File: src/rtl/ram_dual_pkg.sv
// Shared definitions for the ram_dual async FIFO controllers: widths,
// the pointer type and the Gray-code conversions used by both clock domains.
package ram_dual_pkg;

  localparam int DEF_DATA_WIDTH = 8;
  localparam int DEF_ADDR_WIDTH = 6;
  localparam int DEPTH          = 1 << DEF_ADDR_WIDTH;

  // One extra bit beyond the address distinguishes full from empty.
  typedef logic [DEF_ADDR_WIDTH:0] ptr_t;

  function automatic ptr_t bin2gray(input ptr_t b);
    return b ^ (b >> 1);
  endfunction

  function automatic ptr_t gray2bin(input ptr_t g);
    ptr_t b;
    b[DEF_ADDR_WIDTH] = g[DEF_ADDR_WIDTH];
    for (int i = DEF_ADDR_WIDTH - 1; i >= 0; i--) begin
      b[i] = b[i+1] ^ g[i];
    end
    return b;
  endfunction

endpackage

File: src/rtl/ram_dual_write_ctrl_ptr_sync.sv
// Multi-bit flop synchronizer for a Gray-coded pointer crossing clock domains.
// Safe only because the source changes at most one bit per update.
module ptr_sync #(
  parameter int WIDTH  = 7,
  parameter int STAGES = 2
) (
  input  logic             i_clk,
  input  logic             i_rst,
  input  logic [WIDTH-1:0] i_d,
  output logic [WIDTH-1:0] o_q
);

  logic [WIDTH-1:0] r_sync [STAGES];

  // NOTE: this array is a shift chain of real flops, not a RAM, so every
  // stage is reset; a stale pointer here would corrupt occupancy after reset.
  always_ff @(posedge i_clk or posedge i_rst) begin
    if (i_rst) begin
      for (int i = 0; i < STAGES; i++) begin
        r_sync[i] <= '0;
      end
    end else begin
      r_sync[0] <= i_d;
      for (int i = 1; i < STAGES; i++) begin
        r_sync[i] <= r_sync[i-1];
      end
    end
  end

  assign o_q = r_sync[STAGES-1];

endmodule

File: src/rtl/ram_dual_write_ctrl.sv
// Write-side front end of the ram_dual async FIFO: accepts a valid/ready byte
// stream, drives the RAM write port and tracks occupancy against the read pointer.
module ram_dual_write_ctrl
  import ram_dual_pkg::*;
#(
  parameter int DATA_WIDTH  = DEF_DATA_WIDTH,
  parameter int ADDR_WIDTH  = DEF_ADDR_WIDTH,
  parameter int SYNC_STAGES = 2,
  parameter int AF_LEVEL    = 60
) (
  input  logic                  write_clock,
  input  logic                  reset,
  input  logic [DATA_WIDTH-1:0] in_data,
  input  logic                  in_valid,
  output logic                  in_ready,
  input  logic [ADDR_WIDTH:0]   rd_ptr_gray,
  output logic [DATA_WIDTH-1:0] data,
  output logic [ADDR_WIDTH-1:0] write_addr,
  output logic                  we,
  output logic [ADDR_WIDTH:0]   wr_ptr_gray,
  output logic                  full,
  output logic                  almost_full,
  output logic [ADDR_WIDTH:0]   level
);

  localparam int                FIFO_DEPTH = 1 << ADDR_WIDTH;
  localparam logic [ADDR_WIDTH:0] DEPTH_PTR = FIFO_DEPTH[ADDR_WIDTH:0];
  localparam logic [ADDR_WIDTH:0] AF_PTR    = AF_LEVEL[ADDR_WIDTH:0];

  logic [ADDR_WIDTH:0]   r_wr_bin;
  logic [ADDR_WIDTH:0]   r_wr_ptr_gray;
  logic [DATA_WIDTH-1:0] r_data;
  logic [ADDR_WIDTH-1:0] r_write_addr;
  logic                  r_we;
  logic                  r_full;
  logic                  r_almost_full;
  logic [ADDR_WIDTH:0]   r_level;

  logic                  w_accept;
  logic [ADDR_WIDTH:0]   w_wr_bin_nx;
  logic [ADDR_WIDTH:0]   w_rd_gray_s;
  logic [ADDR_WIDTH:0]   w_rd_bin_s;
  logic [ADDR_WIDTH:0]   w_level_nx;

  ptr_sync #(
    .WIDTH  (ADDR_WIDTH + 1),
    .STAGES (SYNC_STAGES)
  ) u_rd_sync (
    .i_clk (write_clock),
    .i_rst (reset),
    .i_d   (rd_ptr_gray),
    .o_q   (w_rd_gray_s)
  );

  assign w_accept    = in_valid & ~r_full;
  assign w_wr_bin_nx = r_wr_bin + {{ADDR_WIDTH{1'b0}}, w_accept};
  assign w_rd_bin_s  = gray2bin(w_rd_gray_s);
  // Modular difference makes the 127->0 pointer wrap invisible to occupancy.
  assign w_level_nx  = w_wr_bin_nx - w_rd_bin_s;

  // NOTE: state registers use non-blocking assignments so every flop samples
  // pre-edge values regardless of statement order.
  always_ff @(posedge write_clock or posedge reset) begin
    if (reset) begin
      r_wr_bin      <= '0;
      r_wr_ptr_gray <= '0;
      r_data        <= '0;
      r_write_addr  <= '0;
      r_we          <= 1'b0;
      r_full        <= 1'b0;
      r_almost_full <= 1'b0;
      r_level       <= '0;
    end else begin
      r_we <= w_accept;
      if (w_accept) begin
        r_data        <= in_data;
        r_write_addr  <= r_wr_bin[ADDR_WIDTH-1:0];
        r_wr_ptr_gray <= bin2gray(w_wr_bin_nx);
      end
      r_wr_bin      <= w_wr_bin_nx;
      r_level       <= w_level_nx;
      r_full        <= (w_level_nx == DEPTH_PTR);
      r_almost_full <= (w_level_nx >= AF_PTR);
    end
  end

  assign in_ready    = ~r_full;
  assign data        = r_data;
  assign write_addr  = r_write_addr;
  assign we          = r_we;
  assign wr_ptr_gray = r_wr_ptr_gray;
  assign full        = r_full;
  assign almost_full = r_almost_full;
  assign level       = r_level;

endmodule
File: config.mk
export PLATFORM = sky130hd
export DESIGN_NAME = ram_dual_write_ctrl
export DESIGN_NICKNAME = d
export VERILOG_FILES = /design/src/rtl/ram_dual_pkg.sv /design/src/rtl/ram_dual_write_ctrl_ptr_sync.sv /design/src/rtl/ram_dual_write_ctrl.sv
export SDC_FILE = /design/constraint.sdc
export NUM_CORES = 1
export LEC_CHECK = 0
export CAP_MARGIN = 20
export CORE_MARGIN = 1
export CORE_UTILIZATION = 55
export DETAILED_ROUTE_END_ITERATION = 8
export DONT_BUFFER_PORTS = 1
export MAX_ROUTING_LAYER = met4
export PLACE_DENSITY = 0.73
export SYNTH_ARGS = -nofsm -noshare
export SYNTH_HDL_FRONTEND = slang
export SYNTH_SLANG_ARGS = --single-unit
File: constraint.sdc
create_clock -name write_clock -period 3.1 [get_ports write_clock]
set_input_delay 0.775 -clock write_clock [delete_from_list [all_inputs] [get_ports write_clock]]
set_output_delay 0.775 -clock write_clock [all_outputs]
set_load 0.02 [all_outputs]
# Word level (Yosys, flattened, before mapping)
# Index checks and enable logic that the tools add are counted.
# op_classes
n_eq_ne,1
n_lt_le_gt_ge,1
n_addsub,2
bitwise_logic,9
# op_table
op,count
$add A7 B1 Y7,1
$eq A7 B7 Y1 const B,1
$ge A7 B6 Y1 const B,1
$sub A7 B7 Y7,1
$xor A7 B6 Y7,1
$xor A1 B1 Y1,6
$and A1 B1 Y1,1
$not A1 Y1,1
# totals
inputBits,18
word_cells,23
regBits,52
output_inout_bits,32

# Logic depth before layout (Yosys ltp)
# depth
word_depth,8
ltp_mapped,17
ltp_nobuf,15

# Modules after synthesis
# From an unflattened synthesis, not the netlist that was laid out.
# unflattened
hier_cells,170
area_unflattened_um2,2232.1
# modules_own_cells
module,cells_each,instances,seq_area_each_um2,area_each_um2
ram_dual_write_ctrl,148,1,950.9,1825.5
ptr_sync,22,1,350.3,406.6

# Worst setup path before layout
# OpenSTA, ideal clock, no wires.
# synth_timing
path_kind,in2reg
from,input in_valid
to,"register r_full, in the netlist full"
stages,12
setup_slack_ns,-0.360
arrival_time_ns,3.373
t_required_ns,3.013
setup_ns,0.087
cell_sequence,nand2_1 -> clkbuf_1 -> inv_1 -> ha_1 -> ha_1 -> fa_1 -> o2111ai_1 -> nand3_1 -> xnor2_1 -> inv_1 -> or3b_1 -> a211oi_2
# synth_via
elab_chain_len,4
# synth_lines
item,line_no,rtl
from (decl),ram_dual_write_ctrl.sv:14,"input logic in_valid,"
$and A1 B1 Y1,ram_dual_write_ctrl.sv:55,assign w_accept = in_valid & ~r_full;
net w_accept,ram_dual_write_ctrl.sv:39,logic w_accept;
$add A7 B1 Y7,ram_dual_write_ctrl.sv:56,"assign w_wr_bin_nx = r_wr_bin + {{ADDR_WIDTH{1'b0}}, w_accept};"
net w_wr_bin_nx[1],ram_dual_write_ctrl.sv:40,logic [ADDR_WIDTH:0] w_wr_bin_nx;
$sub A7 B7 Y7,ram_dual_write_ctrl.sv:59,assign w_level_nx = w_wr_bin_nx - w_rd_bin_s;
net w_level_nx[4],ram_dual_write_ctrl.sv:43,logic [ADDR_WIDTH:0] w_level_nx;
$eq A7 B7 Y1,ram_dual_write_ctrl.sv:82,r_full <= (w_level_nx == DEPTH_PTR);
to (signal assigned),ram_dual_write_ctrl.sv:82,
to (decl),ram_dual_write_ctrl.sv:35,logic r_full;
# The timed path passes the listed nets, and every way through them passes these cells.
# A chain may end at the register's enable or synchronous reset.

# Worst setup path after layout
# layout_timing
from,register u_rd_sync.r_sync (netlist bit u_rd_sync.o_q[4])
to,"register r_full, in the netlist full"
# layout_via
elab_chain_len,7
# layout_lines
item,line_no,rtl
from (decl),ram_dual_write_ctrl_ptr_sync.sv:13,logic [WIDTH-1:0] r_sync [STAGES];
"from (signal, indexed assignment)",ram_dual_write_ctrl_ptr_sync.sv:25,r_sync[i] <= r_sync[i-1];
$xor A1 B1 Y1 (*),ram_dual_pkg.sv:20,b[i] = b[i+1] ^ g[i];
$xor A1 B1 Y1 (4 in series),ram_dual_pkg.sv:20,
$sub A7 B7 Y7 (*),ram_dual_write_ctrl.sv:59,
net w_level_nx[4],ram_dual_write_ctrl.sv:43,
$eq A7 B7 Y1 (*),ram_dual_write_ctrl.sv:82,
# The timed path passes the listed nets; every way through them passes the cells marked *.

==> run metrics <==
status complete, but fails checks; failing checks negative setup slack; root buffer cell clkbuf_8; Area contributors post-synth dfrtp_1, mux2_2, xnor2_1; # DRC 0; final antenna-violating net count 0; Ports 50; compound-gate portion of the synthesized area 0.0591; type of the worst setup path flop to flop; Synth cell types 28; total grt overflow 0; #FFs+latches synth 52; worst skew pair latency 0.30 ns; die height between 60 and 70 um; Sum Neg Setup Slack -0.188 ns; Hold Violations, Final 0; I/O Buffers 0; most common cell after layout, fill and taps aside dfrtp_1; CP endpoint kind flop; crit path max fanout 4; clk slew on worst S/H paths 0.09 ns; largest family of logic cells by synthesized area XOR/XNOR gates; largest net degree at the start of global routing 53; RSZ-0062 raised after global routing yes; adder-cell share of the synthesized area 0.0602; diodes inserted 0; initial core utilization 0.583; initial antenna violation count 0; Util after Layout 0.684; period utilization 1.06; Site Rows 22; final setup violation count 1; crit path cell chain xor3_2, clkinv_4, xnor2_4, xor2_2, xnor2_1, ha_1, inv_1, fa_2, o2111ai_2, nand3_2, xnor2_2, inv_1, or3b_1, a211oi_2; crit path launch type flop; synth warn 0; share of cells above drive strength 1 0.303; nets 214; DRT iter0 DRCs 62; Leak between 1 and 1.5 nW; Place WS -0.235 ns; Final Max Slew Viols 0; area share of the largest cell type after synthesis 0.597; CTS tree built; Pre-Repair DR Iteration Count 4; Least-Margin Pin Slew roughly 0.9 ns; wire length of the first global-routing pass 6290 um; Post-DP HPWL 2720 um; routed wire length 3760 um; CTS max path bufs 2; clock buffer count from CTS 5; pwr dens 1160 mW/mm^2; Fin Hold WS 0.241 ns; Main synth FF type dfrtp_1; fin crit period approximately 3.3 ns; Synthesized Nets 192; die area 0.00422 sq mm; CTS Sinks 52; clk_skew 0.00996 ns; CP Data Required Time 3.32 ns; vias in the first global route 1,323; Final WS setup -0.188 ns; CORE AREA about 0.0037 sq mm; leading cell types in the layout, fill and taps excluded dfrtp_1, buf_4, inv_1, mux2_2; asr flop ratio synth 1.00; Syn Inst Count 165; number of synthesized flops with an enable pin 0; Die X roughly 65 um; Worst path most repeated cell inv_1; mapped cell area 0.00218 sq mm; WP data arrival 3.51 ns; CP max stage delay 0.44 ns; DR vias/cell between 5 and 6; post-synthesis mux area share 0.0671; Synth area leader dfrtp_1; via count 1,254; Max-Cap Viols 0; H-Tree Depth 2; Post-Synth XOR/XNOR Area 0.128; simple-gate share of the synthesized area 0.0557; sequential area share after synthesis 0.597; area grow syn2layout 17.5%; Slowest cell on crit path xor3_2; slew margin rel. 0.401; hold-fix buffer count after cts 0; Max Freq slightly above 300 MHz; Hold Path Class input port to asynchronous set/reset pin; Tot GR Track Use 0.213; RePlAce Congestion 0.880; wire length per cell approximately 16 um; worst vdd rail ir drop 0.000702 V; Syn Area/Cell ~13 sq um
==> routing by layer <==
layer / part of all wire / wire length, um / global-route usage
met1: 0.40 / 1520 / 0.244
met2: 0.52 / 1930 / 0.336
met3: 0.050 / 186 / 0.0634
met4: 0.030 / 114 / 0.111
met5: 0 / 0 / -
==> final timing paths <==
kind | from | end | slack [ns] | cells after the start
hold / removal | reset | r_wr_bin[5] | 0.24 | 1
max in group asynchronous | reset | data[3] | 2.38 | 2
setup / recovery | u_rd_sync.o_q[4] | full | -0.19 | 14
hold reg to reg | u_rd_sync.r_sync[13] | u_rd_sync.o_q[6] | 0.35 | 0
setup reg to reg | u_rd_sync.o_q[4] | full | -0.19 | 14
min in group write_clock | u_rd_sync.r_sync[13] | u_rd_sync.o_q[6] | 0.35 | 0
==> flip-flops by register name, indices dropped and copies added, names as in the netlist <==
register          count
u_rd_sync.o_q         7
wr_ptr_gray           7
level                 7
data                  8
we                    1
r_wr_bin              7
write_addr            6
almost_full           1
u_rd_sync.r_sync      7
full                  1
==> kinds of logic after synthesis <==
group | Yosys count
flip-flops | 52
XOR/XNOR | 26
AND/OR/NAND/NOR | 25
AO/OA/AOI/OAI | 20
buffers and inverters | 19
multiplexers | 13
adder cells (fa/ha/maj) | 10
==> Yosys cell counts, types with 2 or more instances <==
cell type  instances
dfrtp_1           52
inv_1             14
mux2_2            13
xnor2_1           13
nand2_1           11
o21ai_0            9
xor2_1             9
ha_1               8
nand3_1            5
clkbuf_1           4
and3_1             3
nor2_1             3
a21o_1             2
a21oi_1            2
a31oi_1            2
o2111ai_1          2
xnor3_1            2
==> critical path: cells and delay by family (launching register included) <==
kind / cells / cell delay (ns)
xor+xnor: 5 / 1.16
fa+ha+maj: 2 / 0.57
simple gates: 2 / 0.51
flops: 1 / 0.38
compound gates: 2 / 0.36
buf+inv: 3 / 0.21
==> power breakdown <==
group	switching [mW]	leakage, nW	internal, mW
logic	0.659	0.522	0.693
clock network	0.208	0.0510	0.178
registers	0.336	0.623	0.897
==> layout make-up <==
type	count	area (sq um)
clock buffer	6	82.6
clock inverter	2	10.0
sequential	52	1300
fill	270	1180
timing repair buffer	19	155
tap	48	60.1
multi-input combinational	94	892
inverter	15	61.3
==> stage by stage <==
stage / total power, mW / area, sq um / cells
after floorplan: 2.09 / 2270 / 165
after global placement: 2.44 / 2420 / 225
after detailed placement: 2.50 / 2420 / 225
after CTS: 2.96 / 2530 / 234
after global routing: 3.17 / 2560 / 236
final: 2.97 / 2560 / 236
==> what timing repair did <==
item,4_1_cts,5_1_grt
pin swaps,5,3
setup buffers,1,1
endpoints found under the setup margin,2,4
hold endpoints to repair,0,0
resized for setup,4,0
No activity file was read; power rests on OpenSTA's default activity.
